$ cat config.mk
export PLATFORM = sky130hd
export DESIGN_NAME = hangman_game_ctrl_flat
export DESIGN_NICKNAME = d
export VERILOG_FILES = /design/src/rtl/hangman_pkg.sv /design/src/rtl/hangman_game_ctrl_if.sv /design/src/rtl/hangman_letter_match.sv /design/src/rtl/hangman_game_ctrl.sv /design/src/flat_wrapper.sv
export SDC_FILE = /design/constraint.sdc
export NUM_CORES = 1
export LEC_CHECK = 0
export ABC_AREA = 1
export CAP_MARGIN = 20
export CORE_UTILIZATION = 30
export DETAILED_ROUTE_END_ITERATION = 10
export SYNTH_ARGS = -nofsm -noshare
export SYNTH_HDL_FRONTEND = slang
export SYNTH_SLANG_ARGS = --single-unit
$ cat constraint.sdc
create_clock -name clk -period 1.4 [get_ports clk]
set_input_delay 0.21 -clock clk [delete_from_list [all_inputs] [get_ports clk]]
set_output_delay 0.21 -clock clk [all_outputs]
set_load 0.05 [all_outputs]
$ cat src/rtl/hangman_pkg.sv
// rtl/hangman_pkg.sv - shared types and constants for the hangman game controller
package hangman_pkg;

  localparam int WORD_LEN = 7;

  localparam logic [6:0] ASCII_DASH = 7'h2D;
  localparam logic [6:0] ASCII_A    = 7'h41;
  localparam logic [6:0] ASCII_Z    = 7'h5A;

  typedef logic [6:0] ascii_t;
  typedef logic [WORD_LEN-1:0][6:0] word_t;

  typedef enum logic [2:0] {
    IDLE,
    PLAY,
    EVAL,
    WIN,
    LOSE
  } state_e;

  function automatic logic is_letter(input ascii_t c);
    return (c >= ASCII_A) && (c <= ASCII_Z);
  endfunction

endpackage

$ cat src/rtl/hangman_game_ctrl_if.sv
// rtl/hangman_game_ctrl_if.sv - guess handshake between the player and the game controller
interface hangman_game_ctrl_if;
  logic       guess_valid;
  logic [6:0] guess_letter;
  logic       guess_ready;

  modport master (
    output guess_valid,
    output guess_letter,
    input  guess_ready
  );

  modport slave (
    input  guess_valid,
    input  guess_letter,
    output guess_ready
  );
endinterface

$ cat src/rtl/hangman_letter_match.sv
// rtl/hangman_letter_match.sv - parallel compare of one guess against every word position
module hangman_letter_match
  import hangman_pkg::*;
(
  input  word_t                letters_i,
  input  ascii_t               guess_i,
  output logic [WORD_LEN-1:0]  match_o
);

  always_comb begin
    match_o = '0;
    for (int i = 0; i < WORD_LEN; i++) begin
      match_o[i] = (letters_i[i] == guess_i);
    end
  end

endmodule

$ cat src/rtl/hangman_game_ctrl.sv
// rtl/hangman_game_ctrl.sv - hangman game FSM: latch word, evaluate guesses, track reveals and misses
// Optional repeated-letter rejection is enabled by HANGMAN_REPEAT_DETECT_EN.
module hangman_game_ctrl
  import hangman_pkg::*;
#(
  parameter int MAX_MISSES = 6
) (
  input  logic                 clk,
  input  logic                 rst,
  input  logic                 start,
  input  logic [6:0]           word_1,
  input  logic [6:0]           word_2,
  input  logic [6:0]           word_3,
  input  logic [6:0]           word_4,
  input  logic [6:0]           word_5,
  input  logic [6:0]           word_6,
  input  logic [6:0]           word_7,
  hangman_game_ctrl_if.slave   guess,
  output logic [6:0]           out_ascii_1,
  output logic [6:0]           out_ascii_2,
  output logic [6:0]           out_ascii_3,
  output logic [6:0]           out_ascii_4,
  output logic [6:0]           out_ascii_5,
  output logic [6:0]           out_ascii_6,
  output logic [6:0]           out_ascii_7,
  output logic [WORD_LEN-1:0]  reveal_mask,
  output logic [2:0]           miss_count,
  output logic                 hit,
  output logic                 miss,
  output logic                 guess_err,
  output logic                 win,
  output logic                 lose
);

  localparam logic [2:0] MAX_M = 3'(MAX_MISSES);

  state_e               state_q, state_d;
  word_t                word_q, word_d;
  word_t                out_q, out_d;
  ascii_t               guess_q, guess_d;
  logic [WORD_LEN-1:0]  mask_q, mask_d;
  logic [2:0]           miss_q, miss_d;
  logic                 hit_q, hit_d;
  logic                 miss_p_q, miss_p_d;
  logic                 err_q, err_d;
  logic                 win_q, win_d;
  logic                 lose_q, lose_d;
  logic [WORD_LEN-1:0]  match;

`ifdef HANGMAN_REPEAT_DETECT_EN
  logic [25:0]          seen_q, seen_d;
  logic [4:0]           letter_idx;

  assign letter_idx = 5'(guess_q - ASCII_A);
`endif

  hangman_letter_match u_match (
    .letters_i (word_q),
    .guess_i   (guess_q),
    .match_o   (match)
  );

  always_ff @(posedge clk) begin
    if (rst) begin
      state_q  <= IDLE;
      word_q   <= '0;
      out_q    <= {WORD_LEN{ASCII_DASH}};
      guess_q  <= '0;
      mask_q   <= '0;
      miss_q   <= '0;
      hit_q    <= 1'b0;
      miss_p_q <= 1'b0;
      err_q    <= 1'b0;
      win_q    <= 1'b0;
      lose_q   <= 1'b0;
`ifdef HANGMAN_REPEAT_DETECT_EN
      seen_q   <= '0;
`endif
    end else begin
      state_q  <= state_d;
      word_q   <= word_d;
      out_q    <= out_d;
      guess_q  <= guess_d;
      mask_q   <= mask_d;
      miss_q   <= miss_d;
      hit_q    <= hit_d;
      miss_p_q <= miss_p_d;
      err_q    <= err_d;
      win_q    <= win_d;
      lose_q   <= lose_d;
`ifdef HANGMAN_REPEAT_DETECT_EN
      seen_q   <= seen_d;
`endif
    end
  end

  always_comb begin
    state_d  = state_q;
    word_d   = word_q;
    guess_d  = guess_q;
    mask_d   = mask_q;
    miss_d   = miss_q;
    hit_d    = 1'b0;
    miss_p_d = 1'b0;
    err_d    = 1'b0;
    win_d    = win_q;
    lose_d   = lose_q;
`ifdef HANGMAN_REPEAT_DETECT_EN
    seen_d   = seen_q;
`endif

    // start aborts whatever is in flight, including a pending EVAL
    if (start) begin
      state_d = PLAY;
      word_d  = {word_7, word_6, word_5, word_4, word_3, word_2, word_1};
      mask_d  = '0;
      miss_d  = '0;
      win_d   = 1'b0;
      lose_d  = 1'b0;
`ifdef HANGMAN_REPEAT_DETECT_EN
      seen_d  = '0;
`endif
    end else begin
      case (state_q)
        PLAY: begin
          if (guess.guess_valid) begin
            guess_d = guess.guess_letter;
            state_d = EVAL;
          end
        end
        EVAL: begin
          if (!is_letter(guess_q)) begin
            err_d = 1'b1;
          end
`ifdef HANGMAN_REPEAT_DETECT_EN
          else if (seen_q[letter_idx]) begin
            err_d = 1'b1;
          end
`endif
          else begin
            if (|match) begin
              hit_d  = 1'b1;
              mask_d = mask_q | match;
            end else begin
              miss_p_d = 1'b1;
              if (miss_q != MAX_M) begin
                miss_d = miss_q + 3'd1;
              end
            end
`ifdef HANGMAN_REPEAT_DETECT_EN
            seen_d[letter_idx] = 1'b1;
`endif
          end

          // a full reveal wins even if the miss limit was reached in the same step
          if (mask_d == '1) begin
            state_d = WIN;
            win_d   = 1'b1;
          end else if (miss_d == MAX_M) begin
            state_d = LOSE;
            lose_d  = 1'b1;
          end else begin
            state_d = PLAY;
          end
        end
        default: ;
      endcase
    end

    out_d = '0;
    for (int i = 0; i < WORD_LEN; i++) begin
      out_d[i] = mask_d[i] ? word_d[i] : ASCII_DASH;
    end
  end

  assign guess.guess_ready = (state_q == PLAY);

  assign out_ascii_1 = out_q[0];
  assign out_ascii_2 = out_q[1];
  assign out_ascii_3 = out_q[2];
  assign out_ascii_4 = out_q[3];
  assign out_ascii_5 = out_q[4];
  assign out_ascii_6 = out_q[5];
  assign out_ascii_7 = out_q[6];

  assign reveal_mask = mask_q;
  assign miss_count  = miss_q;
  assign hit         = hit_q;
  assign miss        = miss_p_q;
  assign guess_err   = err_q;
  assign win         = win_q;
  assign lose        = lose_q;

endmodule

$ cat src/flat_wrapper.sv
// flat-port wrapper written by rule: the top's interface ports become plain ports
module hangman_game_ctrl_flat import hangman_pkg::*;
#(
  parameter int MAX_MISSES = 6
)
  (clk, rst, start, word_1, word_2, word_3, word_4, word_5, word_6, word_7, out_ascii_1, out_ascii_2, out_ascii_3, out_ascii_4, out_ascii_5, out_ascii_6, out_ascii_7, reveal_mask, miss_count, hit, miss, guess_err, win, lose, guess_guess_valid, guess_guess_letter, guess_guess_ready);
  hangman_game_ctrl_if guess_i ();
  input  logic clk;
  input  logic rst;
  input  logic start;
  input  logic [6:0] word_1;
  input  logic [6:0] word_2;
  input  logic [6:0] word_3;
  input  logic [6:0] word_4;
  input  logic [6:0] word_5;
  input  logic [6:0] word_6;
  input  logic [6:0] word_7;
  output logic [6:0] out_ascii_1;
  output logic [6:0] out_ascii_2;
  output logic [6:0] out_ascii_3;
  output logic [6:0] out_ascii_4;
  output logic [6:0] out_ascii_5;
  output logic [6:0] out_ascii_6;
  output logic [6:0] out_ascii_7;
  output logic [WORD_LEN-1:0] reveal_mask;
  output logic [2:0] miss_count;
  output logic hit;
  output logic miss;
  output logic guess_err;
  output logic win;
  output logic lose;
  input wire logic [$bits(guess_i.guess_valid)-1:0] guess_guess_valid;
  input wire logic [$bits(guess_i.guess_letter)-1:0] guess_guess_letter;
  output wire logic [$bits(guess_i.guess_ready)-1:0] guess_guess_ready;
  assign guess_i.guess_valid = guess_guess_valid;
  assign guess_i.guess_letter = guess_guess_letter;
  assign guess_guess_ready = guess_i.guess_ready;
  hangman_game_ctrl #(.MAX_MISSES(MAX_MISSES)) u_core (.clk(clk), .rst(rst), .start(start), .word_1(word_1), .word_2(word_2), .word_3(word_3), .word_4(word_4), .word_5(word_5), .word_6(word_6), .word_7(word_7), .guess(guess_i), .out_ascii_1(out_ascii_1), .out_ascii_2(out_ascii_2), .out_ascii_3(out_ascii_3), .out_ascii_4(out_ascii_4), .out_ascii_5(out_ascii_5), .out_ascii_6(out_ascii_6), .out_ascii_7(out_ascii_7), .reveal_mask(reveal_mask), .miss_count(miss_count), .hit(hit), .miss(miss), .guess_err(guess_err), .win(win), .lose(lose));
endmodule
==> results of run 1 <==
==> placed cells by master (no fill, tap or decap), types with 7 or more instances in the layout <==
master             n
nand2_1          142
dfxtp_1          114
buf_12            75
nor2_1            72
buf_4             58
clkdlybuf4s50_1   57
inv_1             48
nand2_2           30
nor2_2            28
o21ai_0           27
mux2i_1           24
buf_6             20
clkbuf_16         18
xnor2_1           14
nor2_4            12
inv_2              8
nand3_2            8
dfxtp_2            8
nand3_1            7
xor2_1             7
inv_4              7
==> worst register-to-register path, stage by stage (launching register included) <==
cell and delay, ps:
dfxtp_2 320, buf_12 140, buf_6 130, xnor2_2 120
nand2_1 90, nor2_2 50, nand2_2 90, nand2_1 60
nor2_1 120, nand4_1 130, nand2_1 100, nand2_2 80
nor2_4 140, nand2_1 70, nand2_1 80, a21oi_2 50
==> area by class of cell <==
class	instances	area (µm²)
flip-flops and latches	123	2480
clock inverters	13	141
inverters	68	305
multi-input cells	415	2420
fillers	1378	7110
repair buffers	213	2760
clock buffers	19	464
well taps	216	270
==> per-stage QoR <==
| stage | std cells | util (%) |
|---|---|---|
| 2_1_floorplan | 630 | - |
| 3_3_place_gp | 1019 | 47.8 |
| 3_5_place_dp | 1019 | 47.8 |
| 4_1_cts | 1063 | 53.6 |
| 5_1_grt | 1067 | 55.4 |
| 6_report | 1067 | 55.4 |
==> sequential cells by signal, indices dropped and copies added (netlist names) <==
name	flops
u_core.guess_err	1
u_core.win	1
u_core.miss_count	3
u_core.out_ascii_1	7
u_core.out_ascii_4	7
u_core.out_ascii_7	7
u_core.state_q	3
u_core.lose	1
u_core.out_ascii_3	7
u_core.guess_q	7
u_core.out_ascii_2	7
u_core.miss	1
u_core.hit	1
u_core.reveal_mask	7
u_core.out_ascii_5	7
u_core.word_q	49
u_core.out_ascii_6	7
==> cell families (layout without fill, tap and decap cells) <==
group                      count (synthesis)  after routing
muxes                                     24             24
buffers and inverters                     92            313
and+or+nand+nor                          314            314
xor gates and xnor gates                  25             25
AOI/OAI and AO/OA                         50             50
adders and majority gates                  2              2
DFF                                      123            123
==> timing repair <==
action	4_1_cts	5_1_grt
resized for setup	69	78
setup buffers	12	5
setup endpoints to repair	72	71
hold buffers	0	0
pin swaps	32	32
==> per-layer routing <==
| metal | up-vias | track usage, % |
|---|---|---|
| met5 | - | 0 |
| met4 | 0 | 9.03 |
| met3 | 27 | 6.60 |
| met2 | 116 | 28.6 |
| met1 | 2120 | 23.8 |
| li1 | 2375 | - |
==> power breakdown <==
| group | total [µW] | switching (µW) | internal, µW |
|---|---|---|---|
| Combinational | 1290 | 668 | 620 |
| Clock | 4440 | 1670 | 2770 |
| Sequential | 3690 | 78.6 | 3610 |
| Total | 9420 | 2410 | 7000 |
==> how the worst min path moves through the flow <==
stage,start,slack [ps],to
after global routing,rst,260,u_core.word_q[1]
final,rst,250,u_core.word_q[1]
after detailed placement,u_core.win,490,u_core.win
after global placement,u_core.win,480,u_core.win
after floorplan,word_3[3],360,u_core.out_ascii_3[3]
after CTS,rst,260,u_core.word_q[24]
==> qor.yml, run 1 <==
crit_chain: "buf_12 -> buf_6 -> xnor2_2 -> nand2_1 -> nor2_2 -> nand2_2 -> nand2_1 -> nor2_1 -> nand4_1 -> nand2_1 -> nand2_2 -> nor2_4 -> nand2_1 -> nand2_1 -> a21oi_2"
postRouteAntennaNets: 0
crit_cells: 15
synth_top_family_by_area: "simple AND/OR/NAND/NOR gates"
worstPathRequired_ps: 1710
diodes: 0
pin_count: 125
endpoint: "u_core.state_q[0]"
worst_setup_path_end_kind: "flop"
ys_top_cells_by_area: "dfxtp_1, nand2_1, nor2_1, mux2i_1, inv_1"
cts_buffers: 17
crit_type: "reg -> reg"
dp.final_hpwl_um: 10700
drive_gt1_share_pct: 37.4
path_delay_family: "simple AND/OR/NAND/NOR gates"
route.detailed.drc: 0
synth_edf_count: 0
row_count: 46
synth.distinct_cells: 29
synthAdderAreaFrac_pct: 0.508
wl_per_cell_um: 14.2
holdWs_ps: 247
r2r_slack_ps: -490
die_height_um: 130
cp_num_buf_inv: 2
p_leak_uw: 0.00392
slew_viol_final: 0
yosys_most_used_dff: "dfxtp_1"
rsz0062_at_grt: "yes"
num_vias: 4638
pre_cts_slack_ps: -471
synth_top_area_share_pct: 50.0
synth.cell_area_mm2: 0.00493
start_util_pct: 30.9
grt_pass1_vias: 4522
clockBufferDepth: 2
period_needed_ps: 1890
final_cell_area_mm2: 0.00883
reg2reg_to: "u_core.state_q[0]"
tns_ps: -16100
dieArea_mm2: 0.0169
clkSlewWorstSetupHoldPaths_ps: 60
hold_violations: 0
max_freq_mhz: 529
synth_compound_area_share_pct: 5.64
overflow: 0
timing.slew.headroom_pct: 70.5
htreeDepth: 4
worstReg2RegStart: "u_core.guess_q[6]"
cts.sinks: 123
crit_fanout: 8
cellPowerDensity_mw_per_mm2: 1070
arrival_ps: 2200
core_area_mm2: 0.0159
die_w_um: 130
setup_viol: 67
clock-skew-final_ps: 13.3
grt_max_degree: 58
r2r_cells: 15
synth_top_area_cell: "dfxtp_1"
netlist_instances: 630
total_power_uw: 9420
startpoint: "u_core.guess_q[6]"
cts_tree: "done"
io_buffers: 124
synth_warnings: 0
async_flop_share_pct: 0
viasPerCell: 4.35
hp-class: "in -> reg"
tightest_slew_ps: 439
wl_met2_um: 6940
yosysSeqAreaShare_pct: 50.0
hold_depth: 3
place_area_mm2: 0.00761
ys_ff_latch: 123
syn_avg_cell_area_um2: 7.82
grt_pass1_wl_um: 23700
ir_drop_mv: 0.927
route.met3.wl_um: 849
synth_nets: 692
cp_common_cell: "nand2_1"
finalWeightedCongestion: 0.849
slowest_delay_ps: 320
synth_xor_area_share_pct: 4.44
nets: 900
violations: "setup timing"
track_usage_pct: 18.9
synthMuxAreaShare_pct: 4.88
routed_wl_um: 15100
layout_setup_ws_ps: -490
root_buffer: "clkbuf_16"
wl_met1_um: 6930
post-synth-top-count-cell: "nand2_1"
synthSimpleGateAreaFrac_pct: 26.1
maxCapViolations: 0
slowest_stage: "dfxtp_2"
drtPass1Iterations: 4
synth_common_cells: "nand2_1, dfxtp_1, nor2_1"
startpoint_type: "flop"
first_iter_violations: 231
period_share_pct: 135
antenna_found_initial: 0
area_growth_pct: 79.3
clk_latency_ps: 430
top_layer_used: "met4"
status: "complete, but fails checks"
Power figures use the tool's default switching activity.
==> inputs of run 2 (changes only) <==
CORE_ASPECT_RATIO = 1.75   (was not set)
SYNTH_HIERARCHICAL = 1   (was not set)
clock period = 2.1 ns   (was 1.4 ns; I/O delays follow)
==> qor.yml, run 2 <==
overflow: 0
slowest_delay_ps: 850
diodes: 0
final_cell_area_mm2: 0.00744
path_delay_family: "buffers and inverters"
route.detailed.drc: 0
netSwitchingFraction_pct: 24.1
root_buffer: "clkbuf_16"
timing.slew.headroom_pct: 56.1
ys_top_cells_by_area: "dfxtp_1, nand2_1, mux2i_1, nor2_1, inv_1"
slew_viol_final: 0
period_share_pct: 95.9
post-synth-top-count-cell: "nand2_1"
setup_viol: 0
cellPowerDensity_mw_per_mm2: 806
grt_pass1_wl_um: 23200
max_freq_mhz: 497
p_int_uw: 4550
start_util_pct: 30.5
cp_num_buf_inv: 1
yosysSeqAreaShare_pct: 47.9
dp.final_hpwl_um: 11300
clock-skew-final_ps: 14.5
min_from: "start"
slowest_stage: "clkdlybuf4s50_1"
layout_commonest_cell: "nand2_1"
drtPass1Iterations: 6
synth_top_area_share_pct: 47.9
routed_wl_um: 15100
cts_tree: "done"
final_cell_mix: "nand2_1, clkdlybuf4s50_1, dfxtp_1, nor2_1, inv_1"
antenna_found_initial: 0
cts_buffers: 17
postRouteAntennaNets: 0
startpoint_type: "flop"
switching_power_uw: 1450
status: "completed"
grt_max_degree: 58
num_vias: 4536
synth.cell_area_mm2: 0.00514
largest_reg_flops: 49
startpoint: "u_core/miss_count[2]"
largest_register: "u_core/word_q"
tightest_slew_ps: 659
maxCapViolations: 0
finalWeightedCongestion: 0.899
async_flop_share_pct: 0
clkSlewWorstSetupHoldPaths_ps: 50
area_growth_pct: 44.7
worstPathRequired_ps: 1780
first_iter_violations: 202
core_area_mm2: 0.0169
worstReg2RegStart: "u_core/guess_q[0]"
layout_setup_ws_ps: 86.8
use_met1_pct: 19.3
n_fill_cell: 1731
clk_latency_ps: 410
synth_edf_count: 0
htreeDepth: 4
syn_avg_cell_area_um2: 7.79
rsz0062_at_grt: "yes"
cts.sinks: 123
synth_top_area_cell: "dfxtp_1"
p_comb_share_pct: 10.5
synth_common_cells: "nand2_1, dfxtp_1, nor2_1"
crit_type: "reg -> out"
period_needed_ps: 2010
io_buffers: 124
hp-class: "in -> reg"
grtUsageMet3_pct: 3.56
hold_violations: 0
row_count: 63
p_leak_uw: 0.00331
synth_warnings: 6
wl_per_cell_um: 14.4
grt_pass1_vias: 4497
viasPerCell: 4.30
die_w_um: 101
clockBufferDepth: 2
dieArea_mm2: 0.0177
fin_util_pct: 44.1
arrival_ps: 1700
pre_cts_slack_ps: 36.4
p_seq_share_pct: 41.0
pin_count: 125
synth.distinct_cells: 31
grt_util_met2_pct: 31.6
track_usage_pct: 17.7
crit_fanout: 7
yosys_most_used_dff: "dfxtp_1"
ir_drop_mv: 0.551
netlist_instances: 660
drive_gt1_share_pct: 15.7
grt.busiest_layer: "met2"
place_area_mm2: 0.00670
pwr-share-clk_pct: 48.5
synth_nets: 722
ys_ff_latch: 123
worst_setup_path_end_kind: "primary output"
crit_chain: "clkdlybuf4s50_1"
holdWs_ps: 247
nets: 876
die_height_um: 175
-- run 2: metrics by stage --
stage                     std cells  TNS (ps)  power (µW)
final                          1054         0        6000
after global routing           1054     -73.3        6240
after CTS                      1044         0        6050
after detailed placement       1012         0        3120
after global placement         1012         0        3110
after floorplan                 660         0        2880
-- run 2: final cells by class --
class                           count  area (µm²)  share of cell area [%]
Multi-Input combinational cell    434        2240                    30.0
Sequential cell                   123        2480                    33.3
Clock buffer                       20         437                    5.87
Timing Repair Buffer              156        1530                    20.6
Clock inverter                     12         149                    2.00
Tap cell                          227         284                    3.82
Inverter                           82         328                    4.41
-- run 2: kinds of logic after synthesis --
logic type                 share of synthesized area, %
AOI/OAI and AO/OA                                  3.24
xor gates and xnor gates                           1.19
adders and majority gates                         0.487
buffers and inverters                              9.08
DFF                                                47.9
muxes                                              9.54
and+or+nand+nor                                    28.6
-- run 2: worst min-delay path: cells and delay by family --
kind / cells / cell delay [ps]
AOI/OAI and AO/OA: 2 / 160
buffers and inverters: 1 / 130
-- run 2: power by group through the flow --
stage	sequential (µW)	combinational [µW]	clock (µW)
after detailed placement	2510	604	0
after global placement	2510	600	0
after CTS	2460	608	2980
after global routing	2470	697	3070
after floorplan	2490	384	0
final	2460	628	2910
-- run 2: metal layers --
layer  part of all wire [%]  vias up
li1                       -     2326
met1                     39     2058
met2                     53      124
met3                    4.1       28
met4                    3.6        0
met5                      0        -
-- run 2: what timing repair did --
action	in CTS	in global routing
setup buffers	0	8
hold buffers	0	0
hold endpoints to repair	0	0
endpoints found under the setup margin	0	13
resized for setup	0	28
-- run 2: path summary, 6_finish.rpt --
kind,to,slack [ps],depth (start not counted)
hold reg to reg,u_core/lose,450,2
setup reg to reg,u_core/state_q[0],100,17
hold / removal,u_core/state_q[0],250,3
setup / recovery,miss_count[2],90,1
==> inputs of run 3 (changes only) <==
CELL_PAD_IN_SITES_DETAIL_PLACEMENT = 0   (was not set)
CELL_PAD_IN_SITES_GLOBAL_PLACEMENT = 2   (was not set)
CORE_UTILIZATION = 28   (was 30)
PLACE_DENSITY_LB_ADDON = 0.1   (was not set)
SKIP_CTS_REPAIR_TIMING = 1   (was not set)
==> qor.yml, run 3 (synthesized netlist as in run 2, its figures left out) <==
diodes: 0
slew_viol_final: 0
period_share_pct: 95.9
routed_wl_um: 15900
finalWeightedCongestion: 0.836
pre_cts_slack_ps: -40.8
grt_pass1_vias: 4539
first_iter_violations: 111
crit_fanout: 7
clockBufferDepth: 2
grt_max_degree: 58
antenna_found_initial: 0
endpoint: "miss_count[2]"
top_layer_used: "met4"
cts_buffers: 17
nets: 878
worst_setup_path_end_kind: "primary output"
num_vias: 4460
period_needed_ps: 2010
holdWs_ps: 392
dp.final_hpwl_um: 11900
p_leak_uw: 0.00334
max_freq_mhz: 497
total_power_uw: 6300
largest_reg_flops: 49
start_util_pct: 28.6
arrival_ps: 1700
slowest_stage: "clkdlybuf4s50_1"
postRouteAntennaNets: 0
r2r_cells: 17
cts_tree: "done"
largest_register: "u_core/word_q"
cts.sinks: 123
die_w_um: 104
root_buffer: "clkbuf_16"
ir_drop_mv: 0.458
overflow: 0
dieArea_mm2: 0.0189
n_fill_cell: 1857
clk_latency_ps: 410
crit_cells: 1
route.met3.wl_um: 468
layout_setup_ws_ps: 86.6
worstReg2RegStart: "u_core/guess_q[3]"
area_growth_pct: 46.6
startpoint_type: "flop"
slowest_delay_ps: 840
setup_viol: 0
clock-skew-final_ps: 8.10
r2r_slack_ps: 100
viasPerCell: 4.20
core_area_mm2: 0.0180
drive_gt1_share_pct: 17.5
die_height_um: 181
io_buffers: 124
worstPathRequired_ps: 1780
hold_violations: 0
row_count: 65
htreeDepth: 4
route.detailed.drc: 0
path_delay_family: "buffers and inverters"
cellPowerDensity_mw_per_mm2: 835
wl_met2_um: 8760
status: "completed"
grt_pass1_wl_um: 24600
startpoint: "u_core/miss_count[2]"
wl_met1_um: 6430
cp_num_buf_inv: 1
pin_count: 125
track_usage_pct: 17.4
layout_commonest_cell: "nand2_1"
drtPass1Iterations: 4
tightest_slew_ps: 673
clkSlewWorstSetupHoldPaths_ps: 60
final_cell_mix: "nand2_1, clkdlybuf4s50_1, dfxtp_1, nor2_1, inv_1"
reg2reg_to: "u_core/state_q[0]"
hp-class: "in -> reg"
rsz0062_at_grt: "yes"
wl_per_cell_um: 15.0
crit_type: "reg -> out"
timing.slew.headroom_pct: 55.2
crit_chain: "clkdlybuf4s50_1"
maxCapViolations: 0
## run 3: changes by cell type in the layout (fill, tap and decap cells not counted), sizes merged
cell and change:
buf +4, bufinv +1, clkbuf -2, clkinvlp -1
dlymetal6s2s -1, inv +1
## run 3: tightest hold or removal path: cells and delay by family
family | cells | cell delay [ps]
AO/OA/AOI/OAI | 2 | 120
buffers and inverters | 2 | 260
AND/OR/NAND/NOR | 1 | 50
## run 3: cell type report
cell class | count | area (µm²) | area share (%)
multi-input cells | 434 | 2270 | 30.1
clock buffers | 19 | 453 | 6.01
flip-flops and latches | 123 | 2480 | 32.9
repair buffers | 158 | 1530 | 20.3
well taps | 234 | 293 | 3.88
inverters | 82 | 325 | 4.32
clock inverters | 13 | 191 | 2.54
## run 3: per-layer routing
| layer | track usage (%) | vias to the layer above |
|---|---|---|
| li1 | - | 2326 |
| met1 | 18.7 | 2033 |
| met2 | 33.4 | 87 |
| met3 | 3.07 | 14 |
| met4 | 6.11 | 0 |
| met5 | 0 | - |
## run 3: metrics by stage
stage / cell area, µm² / std cells / util, % / setup TNS [ps]
2_1_floorplan: 5140 / 660 / - / 0
3_3_place_gp: 6750 / 1026 / 37.5 / -77.3
3_5_place_dp: 6750 / 1026 / 37.5 / -90.5
4_1_cts: 7390 / 1058 / 41.1 / -167
5_1_grt: 7540 / 1063 / 41.9 / -151
6_report: 7540 / 1063 / 41.9 / 0
## run 3: worst min path at each step
| stage | from | endpoint | slack (ps) | cells after the start |
|---|---|---|---|---|
| 3_5_place_dp | u_core/win | u_core/win | 450 | 2 |
| 5_1_grt | rst | u_core/miss_count[2] | 440 | 5 |
| 3_3_place_gp | u_core/win | u_core/win | 450 | 2 |
| 2_1_floorplan | word_7[0] | u_core/out_ascii_7[0] | 460 | 2 |
| 6_report | rst | u_core/miss_count[2] | 390 | 5 |
| 4_1_cts | rst | u_core/miss_count[2] | 370 | 5 |
## run 3: where the power goes
part           switching (µW)  internal, µW
registers                64.9          2400
logic                     338           306
clock network            1130          2060
